`src/rtl/quad_enc_bank_pkg.sv`:
```
// Shared types and helpers for the quadrature encoder bank: snapshot states,
// quadrature state encodings and the transition decoder.
package rap_enc_pkg;

  typedef enum logic [0:0] {
    SNAP_IDLE   = 1'b0,
    SNAP_STREAM = 1'b1
  } snap_state_e;

  typedef enum logic [1:0] {
    DIR_NONE    = 2'd0,
    DIR_FWD     = 2'd1,
    DIR_REV     = 2'd2,
    DIR_ILLEGAL = 2'd3
  } dir_e;

  // Quadrature states are encoded as {A,B}
  localparam logic [1:0] Q00 = 2'b00;
  localparam logic [1:0] Q01 = 2'b01;
  localparam logic [1:0] Q11 = 2'b11;
  localparam logic [1:0] Q10 = 2'b10;

  function automatic dir_e quad_dir(input logic [1:0] prev, input logic [1:0] cur);
    dir_e dir;
    dir = DIR_NONE;
    case ({prev, cur})
      {Q00, Q01}, {Q01, Q11}, {Q11, Q10}, {Q10, Q00}: dir = DIR_FWD;
      {Q00, Q10}, {Q10, Q11}, {Q11, Q01}, {Q01, Q00}: dir = DIR_REV;
      {Q00, Q11}, {Q11, Q00}, {Q01, Q10}, {Q10, Q01}: dir = DIR_ILLEGAL;
      default:                                        dir = DIR_NONE;
    endcase
    return dir;
  endfunction

endpackage

```
`src/rtl/quad_enc_bank_if.sv`:
```
// Snapshot stream interface: one beat per channel, valid/ready handshake.
interface quad_enc_bank_if #(
  parameter int CH_W     = 2,
  parameter int ENC_BITS = 32
);
  logic                       out_valid;
  logic                       out_ready;
  logic [CH_W-1:0]            out_channel;
  logic signed [ENC_BITS-1:0] out_count;
  logic                       out_fault;

  modport master (output out_valid, out_channel, out_count, out_fault, input out_ready);
  modport slave  (input out_valid, out_channel, out_count, out_fault, output out_ready);
endinterface

```
`src/rtl/quad_enc_bank_channel.sv`:
```
// One encoder channel: pin synchroniser, quadrature decode, wrapping signed
// counter with per-step multiplier, and sticky illegal-transition fault.
module quad_enc_channel
  import rap_enc_pkg::*;
#(
  parameter int ENC_BITS    = 32,
  parameter int SYNC_STAGES = 2
) (
  input  logic                clk_i,
  input  logic                rst_i,
  input  logic                enc_a_i,
  input  logic                enc_b_i,
  input  logic [7:0]          mult_i,
  input  logic                count_clear_i,
  input  logic                fault_clear_i,
  output logic [ENC_BITS-1:0] count_o,
  output logic                fault_o
);

  logic [SYNC_STAGES-1:0] sync_a_q;
  logic [SYNC_STAGES-1:0] sync_b_q;
  logic [1:0]             prev_q;
  logic [1:0]             cur_s;
  logic [ENC_BITS-1:0]    count_q, count_d;
  logic [ENC_BITS-1:0]    step_s;
  logic                   fault_q, fault_d;
  dir_e                   dir_s;

  assign cur_s  = {sync_a_q[SYNC_STAGES-1], sync_b_q[SYNC_STAGES-1]};
  assign step_s = ENC_BITS'(mult_i);
  assign dir_s  = quad_dir(prev_q, cur_s);

  // Clears take priority over any same-cycle step or fault
  always_comb begin
    count_d = count_q;
    fault_d = fault_q;
    if (count_clear_i) begin
      count_d = {ENC_BITS{1'b0}};
    end else if (dir_s == DIR_FWD) begin
      count_d = count_q + step_s;
    end else if (dir_s == DIR_REV) begin
      count_d = count_q - step_s;
    end else begin
      count_d = count_q;
    end
    if (fault_clear_i) begin
      fault_d = 1'b0;
    end else if (dir_s == DIR_ILLEGAL) begin
      fault_d = 1'b1;
    end else begin
      fault_d = fault_q;
    end
  end

  // Synchroniser, previous-state and counter registers
  always_ff @(posedge clk_i or posedge rst_i) begin
    if (rst_i) begin
      sync_a_q <= {SYNC_STAGES{1'b0}};
      sync_b_q <= {SYNC_STAGES{1'b0}};
      prev_q   <= 2'b00;
      count_q  <= {ENC_BITS{1'b0}};
      fault_q  <= 1'b0;
    end else begin
      sync_a_q <= {sync_a_q[SYNC_STAGES-2:0], enc_a_i};
      sync_b_q <= {sync_b_q[SYNC_STAGES-2:0], enc_b_i};
      prev_q   <= cur_s;
      count_q  <= count_d;
      fault_q  <= fault_d;
    end
  end

  assign count_o = count_q;
  assign fault_o = fault_q;

endmodule

```
`src/rtl/quad_enc_bank.sv`:
```
// Bank of CHANNELS quadrature counters with an atomic all-channel snapshot
// streamed out one channel per beat.
module quad_enc_bank
  import rap_enc_pkg::*;
#(
  parameter int CHANNELS    = 4,
  parameter int ENC_BITS    = 32,
  parameter int SYNC_STAGES = 2
) (
  input  logic                  CLK,
  input  logic                  reset,
  input  logic [CHANNELS-1:0]   ENC_A,
  input  logic [CHANNELS-1:0]   ENC_B,
  input  logic [8*CHANNELS-1:0] multiplier,
  input  logic [CHANNELS-1:0]   count_clear,
  input  logic [CHANNELS-1:0]   fault_clear,
  output logic [CHANNELS-1:0]   faultn,
  input  logic                  snap_req,
  output logic                  snap_busy,
  output logic                  snap_done,
  quad_enc_bank_if.master       out_if
);

  localparam int CH_W = (CHANNELS > 1) ? $clog2(CHANNELS) : 1;

  logic [CHANNELS-1:0][ENC_BITS-1:0] live_count_s;
  logic [CHANNELS-1:0]               live_fault_s;
  logic [CHANNELS-1:0][ENC_BITS-1:0] shadow_count_q;
  logic [CHANNELS-1:0]               shadow_fault_q;

  snap_state_e         state_q, state_d;
  logic [CH_W-1:0]     chan_q, chan_d;
  logic [CH_W-1:0]     next_chan_s;
  logic                valid_q, valid_d;
  logic                done_q, done_d;
  logic [ENC_BITS-1:0] out_count_q, out_count_d;
  logic                out_fault_q, out_fault_d;
  logic                capture_s;
  logic                xfer_s;
  logic                last_s;

  for (genvar i = 0; i < CHANNELS; i++) begin : g_ch
    quad_enc_channel #(
      .ENC_BITS    (ENC_BITS),
      .SYNC_STAGES (SYNC_STAGES)
    ) u_ch (
      .clk_i         (CLK),
      .rst_i         (reset),
      .enc_a_i       (ENC_A[i]),
      .enc_b_i       (ENC_B[i]),
      .mult_i        (multiplier[8*i +: 8]),
      .count_clear_i (count_clear[i]),
      .fault_clear_i (fault_clear[i]),
      .count_o       (live_count_s[i]),
      .fault_o       (live_fault_s[i])
    );
  end

  assign faultn      = ~live_fault_s;
  assign xfer_s      = valid_q && out_if.out_ready;
  assign last_s      = (chan_q == CH_W'(CHANNELS - 1));
  assign next_chan_s = chan_q + CH_W'(1'b1);

  // Snapshot FSM next-state and output decode
  always_comb begin
    state_d     = state_q;
    chan_d      = chan_q;
    valid_d     = valid_q;
    done_d      = 1'b0;
    out_count_d = out_count_q;
    out_fault_d = out_fault_q;
    capture_s   = 1'b0;
    case (state_q)
      SNAP_IDLE: begin
        if (snap_req) begin
          capture_s   = 1'b1;
          state_d     = SNAP_STREAM;
          chan_d      = {CH_W{1'b0}};
          valid_d     = 1'b1;
          out_count_d = live_count_s[0];
          out_fault_d = live_fault_s[0];
        end else begin
          state_d = SNAP_IDLE;
        end
      end
      SNAP_STREAM: begin
        if (xfer_s && last_s) begin
          state_d = SNAP_IDLE;
          valid_d = 1'b0;
          done_d  = 1'b1;
        end else if (xfer_s) begin
          chan_d      = next_chan_s;
          out_count_d = shadow_count_q[next_chan_s];
          out_fault_d = shadow_fault_q[next_chan_s];
        end else begin
          state_d = SNAP_STREAM;
        end
      end
      default: begin
        state_d = SNAP_IDLE;
        valid_d = 1'b0;
      end
    endcase
  end

  // Snapshot FSM state, shadow copy and stream output registers
  always_ff @(posedge CLK or posedge reset) begin
    if (reset) begin
      state_q        <= SNAP_IDLE;
      chan_q         <= {CH_W{1'b0}};
      valid_q        <= 1'b0;
      done_q         <= 1'b0;
      out_count_q    <= {ENC_BITS{1'b0}};
      out_fault_q    <= 1'b0;
      shadow_count_q <= '0;
      shadow_fault_q <= {CHANNELS{1'b0}};
    end else begin
      state_q     <= state_d;
      chan_q      <= chan_d;
      valid_q     <= valid_d;
      done_q      <= done_d;
      out_count_q <= out_count_d;
      out_fault_q <= out_fault_d;
      if (capture_s) begin
        shadow_count_q <= live_count_s;
        shadow_fault_q <= live_fault_s;
      end else begin
        shadow_count_q <= shadow_count_q;
        shadow_fault_q <= shadow_fault_q;
      end
    end
  end

  assign snap_busy          = (state_q == SNAP_STREAM);
  assign snap_done          = done_q;
  assign out_if.out_valid   = valid_q;
  assign out_if.out_channel = chan_q;
  assign out_if.out_count   = out_count_q;
  assign out_if.out_fault   = out_fault_q;

endmodule

```
`src/flat_wrapper.sv`:
```
// flat-port wrapper written by rule: the top's interface ports become plain ports
module quad_enc_bank_flat import rap_enc_pkg::*;
#(
  parameter int CHANNELS    = 4,
  parameter int ENC_BITS    = 32,
  parameter int SYNC_STAGES = 2
)
  (CLK, reset, ENC_A, ENC_B, multiplier, count_clear, fault_clear, faultn, snap_req, snap_busy, snap_done, out_if_out_valid, out_if_out_channel, out_if_out_count, out_if_out_fault, out_if_out_ready);
  quad_enc_bank_if #(.CH_W(2), .ENC_BITS(ENC_BITS)) out_if_i ();
  input  logic CLK;
  input  logic reset;
  input  logic [CHANNELS-1:0] ENC_A;
  input  logic [CHANNELS-1:0] ENC_B;
  input  logic [8*CHANNELS-1:0] multiplier;
  input  logic [CHANNELS-1:0] count_clear;
  input  logic [CHANNELS-1:0] fault_clear;
  output logic [CHANNELS-1:0] faultn;
  input  logic snap_req;
  output logic snap_busy;
  output logic snap_done;
  output wire logic [$bits(out_if_i.out_valid)-1:0] out_if_out_valid;
  output wire logic [$bits(out_if_i.out_channel)-1:0] out_if_out_channel;
  output wire logic [$bits(out_if_i.out_count)-1:0] out_if_out_count;
  output wire logic [$bits(out_if_i.out_fault)-1:0] out_if_out_fault;
  input wire logic [$bits(out_if_i.out_ready)-1:0] out_if_out_ready;
  assign out_if_out_valid = out_if_i.out_valid;
  assign out_if_out_channel = out_if_i.out_channel;
  assign out_if_out_count = out_if_i.out_count;
  assign out_if_out_fault = out_if_i.out_fault;
  assign out_if_i.out_ready = out_if_out_ready;
  quad_enc_bank #(.CHANNELS(CHANNELS), .ENC_BITS(ENC_BITS), .SYNC_STAGES(SYNC_STAGES)) u_core (.CLK(CLK), .reset(reset), .ENC_A(ENC_A), .ENC_B(ENC_B), .multiplier(multiplier), .count_clear(count_clear), .fault_clear(fault_clear), .faultn(faultn), .snap_req(snap_req), .snap_busy(snap_busy), .snap_done(snap_done), .out_if(out_if_i));
endmodule
```
`config.mk`:
```
export PLATFORM = sky130hd
export DESIGN_NAME = quad_enc_bank_flat
export DESIGN_NICKNAME = d
export VERILOG_FILES = /design/src/rtl/quad_enc_bank_pkg.sv /design/src/rtl/quad_enc_bank_if.sv /design/src/rtl/quad_enc_bank_channel.sv /design/src/rtl/quad_enc_bank.sv /design/src/flat_wrapper.sv
export SDC_FILE = /design/constraint.sdc
export NUM_CORES = 1
export LEC_CHECK = 0
export CORE_MARGIN = 2
export CORE_UTILIZATION = 62
export DETAILED_ROUTE_END_ITERATION = 6
export PLACE_DENSITY = 0.79
export SYNTH_ARGS = -nofsm -noshare
export SYNTH_HDL_FRONTEND = slang
export SYNTH_HIERARCHICAL = 1
export SYNTH_SLANG_ARGS = --single-unit
```
`constraint.sdc`:
```
create_clock -name CLK -period 6.6 [get_ports CLK]
set_clock_uncertainty 0.2 [all_clocks]
set_input_delay 1.32 -clock CLK [delete_from_list [all_inputs] [get_ports CLK]]
set_output_delay 1.32 -clock CLK [all_outputs]
set_load 0.005 [all_outputs]
```
# --- Word level (Yosys, flattened, before mapping) ---
# Memories as Yosys holds them, arrays and structs flattened.
# Cells that the tools add are included.
word_totals:
  ff_bits: 326
  in_bits: 52
  memories: 4
  word_cells: 121
  romBits: 128
memory_table:
  columns: ["name", "depth", "width", "rd", "rd_ports_with_merged_regs", "write_ports", "line", "rtl"]
  rows:
  - ["(no name shown)", 16, 2, 1, 0, 0, "quad_enc_bank_pkg.sv:26", "case ({prev, cur})"]
  - ["(no name shown)", 16, 2, 1, 0, 0, "quad_enc_bank_pkg.sv:26", null]
  - ["(no name shown)", 16, 2, 1, 0, 0, "quad_enc_bank_pkg.sv:26", null]
  - ["(no name shown)", 16, 2, 1, 0, 0, "quad_enc_bank_pkg.sv:26", null]
classes:
  bitwise: 2
  n_lt_le_gt_ge: 1
  reduce_logical: 12
  add_sub_neg: 9
  muxes: 45
  eq_ne: 17
ops:
  columns: ["cell", "count"]
  rows:
  - ["2-to-1 mux 32 bit", 16]
  - ["adder 32 x 8 -> 32 bit", 4]
  - ["subtractor 32 x 8 -> 32 bit", 4]
  - ["binary-select mux 32 bit (select 2 bit)", 1]
  - ["case mux 32 bit (2 select lines)", 1]
  - ["2-to-1 mux 1 bit", 19]
  - ["== test 2 bit, second input constant", 9]
  - ["nonzero test 3 bit", 4]
  - ["== test 2 x 1 -> 1 bit, second input constant", 4]
  - ["inequality test 2 bit, second input constant", 4]
  - ["nonzero test 2 bit", 4]
  - ["2-to-1 mux 2 bit", 3]
  - ["case mux 1 bit (2 select lines)", 3]
  - ["NOT 4 bit", 1]
  - ["case mux 2 bit (2 select lines)", 1]
  - ["< comparator 2 x 3 -> 1 bit, second input constant", 1]
  - ["AND reduction 3 bit", 1]
  - ["adder 2 x 1 -> 2 bit, second input constant", 1]
  - ["binary-select mux 1 bit (select 2 bit)", 1]
  - ["logical AND 1 bit", 2]
  - ["AND reduction 2 bit", 1]
  - ["NOT 1 bit", 1]

# --- Longest topological paths before layout ---
# Gate-level depths: netlist (run 1).
logic_depth:
  ltp_word: 6
  ltp_mapped: 17

# --- By module ---
# The synthesis (run 1) kept the hierarchy.
modules_own_cells:
  columns: ["module", "instances", "seq_area_each_um2", "area_each_um2", "cells_each"]
  rows:
  - ["quad_enc_bank", 1, 4254.1, 7378.3, 729]
  - ["quad_enc_channel at u_core.g_ch[1].u_ch ...", 2, 975.9, 3463.3, 417]
  - ["quad_enc_channel at u_core.g_ch[0].u_ch", 1, 975.9, 3579.7, 433]
  - ["quad_enc_channel at u_core.g_ch[3].u_ch", 1, 975.9, 3494.6, 419]

# --- Least setup slack after synthesis (run 1) ---
# Ideal clock, no wire load.
synth_timing:
  kind: "input -> register"
  start: "input multiplier[3]"
  end: "register u_core.g_ch[0].u_ch.count_q[26]"
  t_required_ps: 6331
  t_arrival_ps: 4909
  path_buffers: 0
  path_slack_ps: 1422
  path_stages: 14
  cell_sequence: "or4_1 nor4_1 ha_1 nand2_1 o21ai_0 ha_1 a21oi_1 nor2_1 a211oi_1 a32oi_1 a2111oi_4 nor3_2 or4_1 nand3_1"
synth_between:
  elab_chain_cells: 4
  elab_cells_between_ends: 5
synth_rtl:
  columns: ["item", "line", "rtl"]
  rows:
  - ["start: declaration", "flat_wrapper.sv:14", "input logic [8*CHANNELS-1:0] multiplier;"]
  - ["subtractor 32 x 8 -> 32 bit", "quad_enc_bank_channel.sv:42", "count_d = count_q - step_s;"]
  - ["2-to-1 mux 32 bit", "quad_enc_bank_channel.sv:41", "end else if (dir_s == DIR_REV) begin"]
  - ["2-to-1 mux 32 bit *", "quad_enc_bank_channel.sv:39", "end else if (dir_s == DIR_FWD) begin"]
  - ["2-to-1 mux 32 bit *", "quad_enc_bank_channel.sv:37", "if (count_clear_i) begin"]
  - ["end signal: assignment", "quad_enc_bank_channel.sv:61", "count_q <= {ENC_BITS{1'b0}};"]
  - ["end signal: assignment", "quad_enc_bank_channel.sv:67", "count_q <= count_d;"]
  - ["end: declaration", "quad_enc_bank_channel.sv:24", "logic [ENC_BITS-1:0] count_q, count_d;"]
# Every way passes the cells marked *; elsewhere a longest branch is shown, timed or not. The select of a mux whose other input is x is not followed.
# A chain may end at the register's enable or synchronous reset.

# --- Worst setup path after layout (run 1) ---
layout_timing:
  start: "input multiplier[2]"
  end: "register u_core.g_ch[0].u_ch.count_q[26]"
# The elaborated chain is that of the path after synthesis.

==> results.toml, run 1 <==
[final_layout]
final-seq-area_um2 = 8159
final_layout_size_suffix_gt1_share_pct = 7.295
layout.cells.most_common = "sky130_fd_sc_hd__nand2_1"
multiInputGateArea_um2 = 12470
areaGrowthSynthToFinish_pct = 11.65
final_nets = 2648
layout.cells.most_common_list = "609 x sky130_fd_sc_hd__nand2_1, 325 x sky130_fd_sc_hd__dfrtp_1, 205 x sky130_fd_sc_hd__a21oi_1"
instances_no_fill = 2936
antenna-diode-count = 0
fillers = 2684
layout.cell_area.non_filler_um2 = 23870

[detailed_routing]
viasPerCell = 6.317
via_count = 18550
drc_errors = 0
dr.first_iter.drc_count = 1842
postRouteWirelength_mm = 59.58
wl_per_cell_um = 20.29
dr.pass1.iters = 6
ant_nets = 0

[flow_run]
max_cap_viol_count = 0

[cts]
numCtsBuffers = 38
tritoncts = "done"
cts.htree.levels = 2
cts-resized-gates = 0
worst_skew_pair.late_latency_ns = 0.53
post-cts-setup-buffers = 0
cts_sinks = 326
holdBufCountCts = 0
clock_path_buffers = 3
buffer_type_at_the_clock_tree_root = "sky130_fd_sc_hd__clkbuf_16"
worst_setup_hold_path_clk_slew_ns = 0.06

[floorplan]
fp.dieH_um = 189.7
io-pin-count = 94
die_area_um2 = 35980
placement_rows = 68
area_of_the_core_um2 = 34290
initial_core_util_pct = 62.35
fp.dieW_um = 189.7

[power_and_ir_drop]
switching_share_pct = 42.79
powerDensity_nw_per_um2 = 486.6
power.net_switching_uw = 4970
internal_power_uw = 6645
p_clk_share_pct = 18.3
p_comb_share_pct = 51.0
sequential_group_share_of_total_power_pct = 30.7
leakagePower_uw = 0.01131
ir_drop_uv = 284.4

[synthesis]
ys_seq_area_share_pct = 38.16
syn_inst = 2415
syn_area_um2 = 21380
synth_warnings = 6
synthesis.nets = 2608
number_of_flops_mapped_to_enable_cells_by_yosys = 0
ys_seq_elements = 326
synth-main-ff-cell = "sky130_fd_sc_hd__dfrtp_1"
synth_async_reset_ratio_pct = 100.0
synth_area_per_cell_um2 = 8.853
synthDistinctLibCells = 101

[timing]
rsz0062_at_grt = "no"
hold_viol_final = 0
finalSetupTns_ns = 0
fmaxAchievable_ghz = 0.1710
timing.final.crit_period_ns = 5.847
final_min_period_over_clock_period_pct = 88.59
worstMarginPinSlew_ns = 1.263
slew_violations = 0
timing.slew.headroom_pct = 15.77
setup_violations = 0

[worst_setup_path]
path_class = "in2reg"
cp_cell_sequence = "clkdlybuf4s50_1 > or4_1 > nor4_1 > ha_1 > nand2_1 > o21ai_0 > ha_1 > a21oi_1 > nor2_1 > a211oi_1 > a32oi_1 > a2111oi_4 > nor3_2 > or4_1 > nand3_1"
critical_path.n_buffers_inverters = 1
timing.critical_path.arrival_ns = 6.11
rr_endpoint = "u_core/g_ch[2].u_ch/count_o[23]$_DFFE_PP0P_"
timing.reg2reg.worst_path_depth = 14
timing.reg2reg.setup_slack_ns = 2.20
r2r_start = "u_core/g_ch[2].u_ch/sync_b_q[1]$_DFF_PP0_"
worst_path_dominant_cell_family = "simple AND/OR/NAND/NOR gates"
critical_path_peak_fanout = 6
cp_slowest_stage_delay_ns = 0.64
timing.critical_path.required_ns = 6.86
cp-end-kind = "register"
slowest_stage = "sky130_fd_sc_hd__a2111oi_4"
crit_path_start_kind = "input pin"

[global_routing]
first_global_vias = 17740
antenna_found_initial = 0
grt_max_degree = 91
grt_pass1_wl_mm = 96.00
grt_remaining_overflow = 0
track_usage_pct = 33.46

[min_path]
worst_hold_stages = 0
hold_class = "reg2reg"
worst_hold_path.endpoint = "u_core/g_ch[3].u_ch/sync_b_q[1]$_DFF_PP0_"
hold_start = "u_core/g_ch[3].u_ch/sync_b_q[0]$_DFF_PP0_"

[placed_design]
gp_congestion = 0.9512
placed_cell_area_um2 = 22620
dpl.cell_count = 2870
buffer_ports.inserted = 93
dp.final_hpwl_mm = 42.49

[outcome]
status = "completed"
synthesized netlist by cell type, drive strengths merged (11+ instances only):
| library cell | number | area share, % |
|---|---|---|
| o21bai | 16 | 0.56 |
| ha | 137 | 8.0 |
| xor2 | 41 | 1.7 |
| nand4 | 20 | 0.61 |
| nor2b | 11 | 0.32 |
| a211oi | 19 | 0.67 |
| nand2 | 613 | 11 |
| dfrtp | 326 | 38 |
| maj3 | 17 | 0.82 |
| nand3 | 45 | 1.1 |
| buf | 32 | 1.0 |
| o21ai | 88 | 2.1 |
| a21o | 38 | 1.3 |
| a221o | 33 | 1.5 |
| and2 | 49 | 1.4 |
| or4 | 13 | 0.47 |
| o21a | 14 | 0.49 |
| nor3 | 29 | 0.70 |
| or3 | 21 | 0.68 |
| inv | 78 | 1.4 |
| xnor2 | 82 | 3.5 |
| mux4 | 33 | 3.5 |
| nor4 | 14 | 0.41 |
| a21oi | 209 | 5.0 |
| clkbuf | 86 | 1.5 |
| nand3b | 20 | 0.70 |
| and3 | 15 | 0.44 |
| nor2 | 107 | 1.9 |
| nor3b | 27 | 0.95 |
| a31oi | 21 | 0.75 |
power by group through the flow:
stage	Clock, uW	Sequential, uW	Combinational [uW]
floorplan	0	3120	4690
global placement	0	3520	5630
detailed placement	0	3540	5780
CTS	2160	3520	5840
global route	2250	3620	6540
finish	2130	3560	5920
metal layers:
layer  part of all wire, %  vias to the layer above  track usage, %  routed length, um
li1                      -                     8648               -                  -
met1                    43                     9034           47.04              25910
met2                    46                      734           52.93              27130
met3                   7.0                      130           4.667               4196
met4                   3.9                        0           13.06               2349
met5                     0                        -               0                  0
sequential cells by signal (all words and copies together) (netlist names):
| name | cells |
|---|---|
| u_core/g_ch.u_ch/sync_a_q | 8 |
| u_core/g_ch.u_ch/fault_o | 4 |
| u_core/g_ch.u_ch/prev_q | 8 |
| u_core/out_if.out_fault | 1 |
| u_core/out_if.out_count | 32 |
| u_core/out_if.out_valid | 1 |
| u_core/shadow_count_q | 128 |
| u_core/g_ch.u_ch/count_o | 128 |
| u_core/shadow_fault_q | 4 |
| u_core/snap_done | 1 |
| u_core/snap_busy | 1 |
| u_core/out_if.out_channel | 2 |
| u_core/g_ch.u_ch/sync_b_q | 8 |
final cells by class:
| class | instances | share of cell area, % |
|---|---|---|
| clock buffers | 54 | 4.576 |
| inverters | 78 | 1.279 |
| multi-input cells | 1893 | 52.24 |
| repair buffers | 118 | 4.686 |
| clock inverters | 12 | 0.6552 |
| flip-flops and latches | 326 | 34.18 |
| well taps | 455 | 2.385 |
through the flow:
step / hold WS [ns] / setup WS (ns) / total power [uW] / util [%]
detailed placement: 0.1347 / 0.2645 / 9318 / 65.97
global placement: 0.1319 / 0.4337 / 9151 / 65.97
global route: 0.1548 / 0.4951 / 12410 / 69.61
floorplan: 0.1312 / 0.4766 / 7812 / -
finish: 0.1467 / 0.7528 / 11610 / 69.61
CTS: 0.1483 / 0.8387 / 11520 / 69.61
worst max path at each step:
stage	from	to	slack, ns	depth (start not counted)
CTS	multiplier[2]	u_core/g_ch[0].u_ch/count_o[26]$_DFFE_PP0P_	0.84	15
detailed placement	multiplier[2]	u_core/g_ch[0].u_ch/count_o[26]$_DFFE_PP0P_	0.26	15
global route	multiplier[2]	u_core/g_ch[0].u_ch/count_o[26]$_DFFE_PP0P_	0.50	15
global placement	multiplier[2]	u_core/g_ch[0].u_ch/count_o[26]$_DFFE_PP0P_	0.43	15
floorplan	reset	u_core/out_if.out_channel[0]$_DFFE_PP0P_	0.48	1
finish	multiplier[2]	u_core/g_ch[0].u_ch/count_o[26]$_DFFE_PP0P_	0.75	15
worst reg2reg max path, cell delays in order (launching register included):
cell and delay, ns:
sky130_fd_sc_hd__dfrtp_1 0.41, sky130_fd_sc_hd__xor2_1 0.18, sky130_fd_sc_hd__nand2_1 0.34, sky130_fd_sc_hd__o31ai_1 0.17, sky130_fd_sc_hd__xnor2_1 0.26, sky130_fd_sc_hd__ha_1 0.31, sky130_fd_sc_hd__a21o_1 0.21, sky130_fd_sc_hd__a221oi_2 0.40
sky130_fd_sc_hd__nor4_1 0.15, sky130_fd_sc_hd__o311a_1 0.44, sky130_fd_sc_hd__a211o_1 0.34, sky130_fd_sc_hd__a21o_1 0.19, sky130_fd_sc_hd__maj3_1 0.36, sky130_fd_sc_hd__xor2_1 0.15, sky130_fd_sc_hd__a22o_1 0.17
kinds of logic (layout without fill, tap and decap cells):
kind of cell | count (synthesis) | after routing | share of synthesized area (%)
flops | 326 | 326 | 38.16
simple gates | 1021 | 1021 | 22.14
xor+xnor | 123 | 123 | 5.162
buf+inv | 196 | 262 | 3.939
compound gates | 547 | 547 | 17.29
mux | 44 | 44 | 4.103
fa+ha+maj | 158 | 158 | 9.212
Note: power is estimated with default switching activity, not from simulation.
==> run 2: changes to the inputs <==
- CELL_PAD_IN_SITES_DETAIL_PLACEMENT: unset -> 1
- CELL_PAD_IN_SITES_GLOBAL_PLACEMENT: unset -> 1
- CORE_UTILIZATION: 62 -> 48
==> results.toml, run 2 (same netlist as run 1, synthesis figures left out) <==
[power_and_ir_drop]
leakagePower_uw = 0.01133
ir_drop_uv = 240.2
powerDensity_nw_per_um2 = 493.8

[min_path]
hold_class = "reg2reg"
worst_hold_stages = 0
hold_start = "u_core/g_ch[3].u_ch/sync_a_q[0]$_DFF_PP0_"
worst_hold_path.endpoint = "u_core/g_ch[3].u_ch/sync_a_q[1]$_DFF_PP0_"

[global_routing]
groute.layer.met1.usage_pct = 38.41
track_usage_pct = 30.02
antenna_found_initial = 2
grt_remaining_overflow = 0
grt_max_degree = 91
met2_usage_pct = 50.96
grt-busiest-layer = "met2"
grtUsageMet3_pct = 4.402
first_global_vias = 19610
grt_pass1_wl_mm = 110.5

[detailed_routing]
drc_errors = 0
wl_per_cell_um = 22.56
viasPerCell = 6.062
postRouteWirelength_mm = 69.34
dr.pass1.iters = 5
ant_nets = 0
via_count = 18640
dr.first_iter.drc_count = 1224

[floorplan]
fp.dieH_um = 215.0
fp.dieW_um = 215.0
area_of_the_core_um2 = 44120
io-pin-count = 94
placement_rows = 77
initial_core_util_pct = 48.45
die_area_um2 = 46240

[worst_setup_path]
timing.critical_path.arrival_ns = 6.10
cp_cell_sequence = "clkdlybuf4s50_1 > or4_1 > nor4_1 > ha_1 > nand2_1 > o21ai_0 > ha_1 > a21oi_1 > nor2_1 > a211oi_1 > a32oi_1 > a2111oi_4 > nor3_2 > or4_1 > nand3_1"
crit_path_start_kind = "input pin"
cp-end-kind = "register"
timing.critical_path.required_ns = 6.89
critical_path_peak_fanout = 6
timing.reg2reg.setup_slack_ns = 2.14
r2r_start = "u_core/g_ch[2].u_ch/sync_b_q[1]$_DFF_PP0_"
timing.critical_path.from = "multiplier[2]"
timing.reg2reg.worst_path_depth = 14
path_class = "in2reg"
worst_path_dominant_cell_family = "simple AND/OR/NAND/NOR gates"
rr_endpoint = "u_core/g_ch[2].u_ch/count_o[31]$_DFFE_PP0P_"
cp_slowest_stage_delay_ns = 0.71
slowest_stage = "sky130_fd_sc_hd__a2111oi_4"
critical_path.n_buffers_inverters = 1

[cts]
tritoncts = "done"
worst_skew_pair.late_latency_ns = 0.56
cts-resized-gates = 0
cts_sinks = 326
post-cts-setup-buffers = 0
worst_setup_hold_path_clk_slew_ns = 0.06
numCtsBuffers = 39
buffer_type_at_the_clock_tree_root = "sky130_fd_sc_hd__clkbuf_16"
cts.htree.levels = 2
clock_path_buffers = 3
holdBufCountCts = 0

[timing]
hold_viol_final = 0
timing.slew.headroom_pct = 32.59
timing.final.crit_period_ns = 5.813
final_min_period_over_clock_period_pct = 88.08
worstMarginPinSlew_ns = 1.011
setup_violations = 0
slew_violations = 0
finalSetupTns_ns = 0
rsz0062_at_grt = "no"
fmaxAchievable_ghz = 0.1720

[final_layout]
layout.cell_area.non_filler_um2 = 24060
final_nets = 2647
areaGrowthSynthToFinish_pct = 12.54
layout.cells.most_common_list = "609 x sky130_fd_sc_hd__nand2_1, 325 x sky130_fd_sc_hd__dfrtp_1, 205 x sky130_fd_sc_hd__a21oi_1"
final_layout_size_suffix_gt1_share_pct = 7.252
layout.cells.most_common = "sky130_fd_sc_hd__nand2_1"
antenna-diode-count = 0

[placed_design]
buffer_ports.inserted = 93
placed_cell_area_um2 = 22800
dp.final_hpwl_mm = 50.70
gp_congestion = 0.8712

[flow_run]
max_cap_viol_count = 0

[outcome]
status = "completed"
run 2: cell count changes in the layout (fill, tap and decap cells not counted), sizes merged:
cell,previous run,this run
clkinv,4,11
clkinvlp,4,1
clkbuf,54,55
inv,79,77
buf,25,23
run 2: cell type report:
cell class,count,area (um2)
repair buffers,116,1116
flip-flops and latches,326,8159
fillers,5178,20060
clock inverters,14,151.4
multi-input cells,1893,12480
clock buffers,55,1109
well taps,592,740.7
inverters,78,305.3
run 2: worst register-to-register path: stages, from the launching register on:
cell                       delay (ns)
sky130_fd_sc_hd__dfrtp_1         0.41
sky130_fd_sc_hd__xor2_1          0.18
sky130_fd_sc_hd__nand2_1         0.35
sky130_fd_sc_hd__o31ai_1         0.17
sky130_fd_sc_hd__xnor2_1         0.28
sky130_fd_sc_hd__ha_1            0.31
sky130_fd_sc_hd__a21o_1          0.20
sky130_fd_sc_hd__a221oi_2        0.39
sky130_fd_sc_hd__nor4_1          0.12
sky130_fd_sc_hd__o311a_1         0.45
sky130_fd_sc_hd__a31oi_1         0.59
sky130_fd_sc_hd__nor3b_1         0.13
sky130_fd_sc_hd__a221oi_2        0.31
sky130_fd_sc_hd__o21bai_1        0.16
sky130_fd_sc_hd__nand4_1         0.10
run 2: report_power, final:
group | internal [uW] | leakage (uW) | switching (uW) | total, uW
clock | 1290 | 0.000622 | 877 | 2160
sequential | 2710 | 0.00429 | 937 | 3650
combinational | 2670 | 0.00642 | 3400 | 6070
run 2: per-layer routing:
metal	wire (um)	part of all wire, %
met5	0	0
met4	2952	4.3
met1	29630	43
met3	3249	4.7
met2	33500	48
run 2: worst max path at each step:
stage	end	slack, ns	cells past startpoint
finish	u_core/g_ch[0].u_ch/count_o[26]$_DFFE_PP0P_	0.79	15
global route	u_core/g_ch[0].u_ch/count_o[26]$_DFFE_PP0P_	0.41	15
CTS	u_core/g_ch[0].u_ch/count_o[26]$_DFFE_PP0P_	0.83	15
detailed placement	u_core/g_ch[0].u_ch/count_o[26]$_DFFE_PP0P_	0.24	15
global placement	u_core/g_ch[0].u_ch/count_o[26]$_DFFE_PP0P_	0.35	15
floorplan	u_core/out_if.out_channel[0]$_DFFE_PP0P_	0.48	1
run 2: stage by stage:
stage	utilization, %	power [uW]	hold WS, ns	instances	worst slack [ns]
floorplan	-	7812	0.1312	2415	0.4766
global placement	51.67	9319	0.1326	3005	0.3510
detailed placement	51.67	9621	0.1364	3005	0.2409
CTS	54.53	11870	0.1491	3074	0.8284
global route	54.53	12740	0.1651	3074	0.4059
finish	54.53	11880	0.1462	3074	0.7870
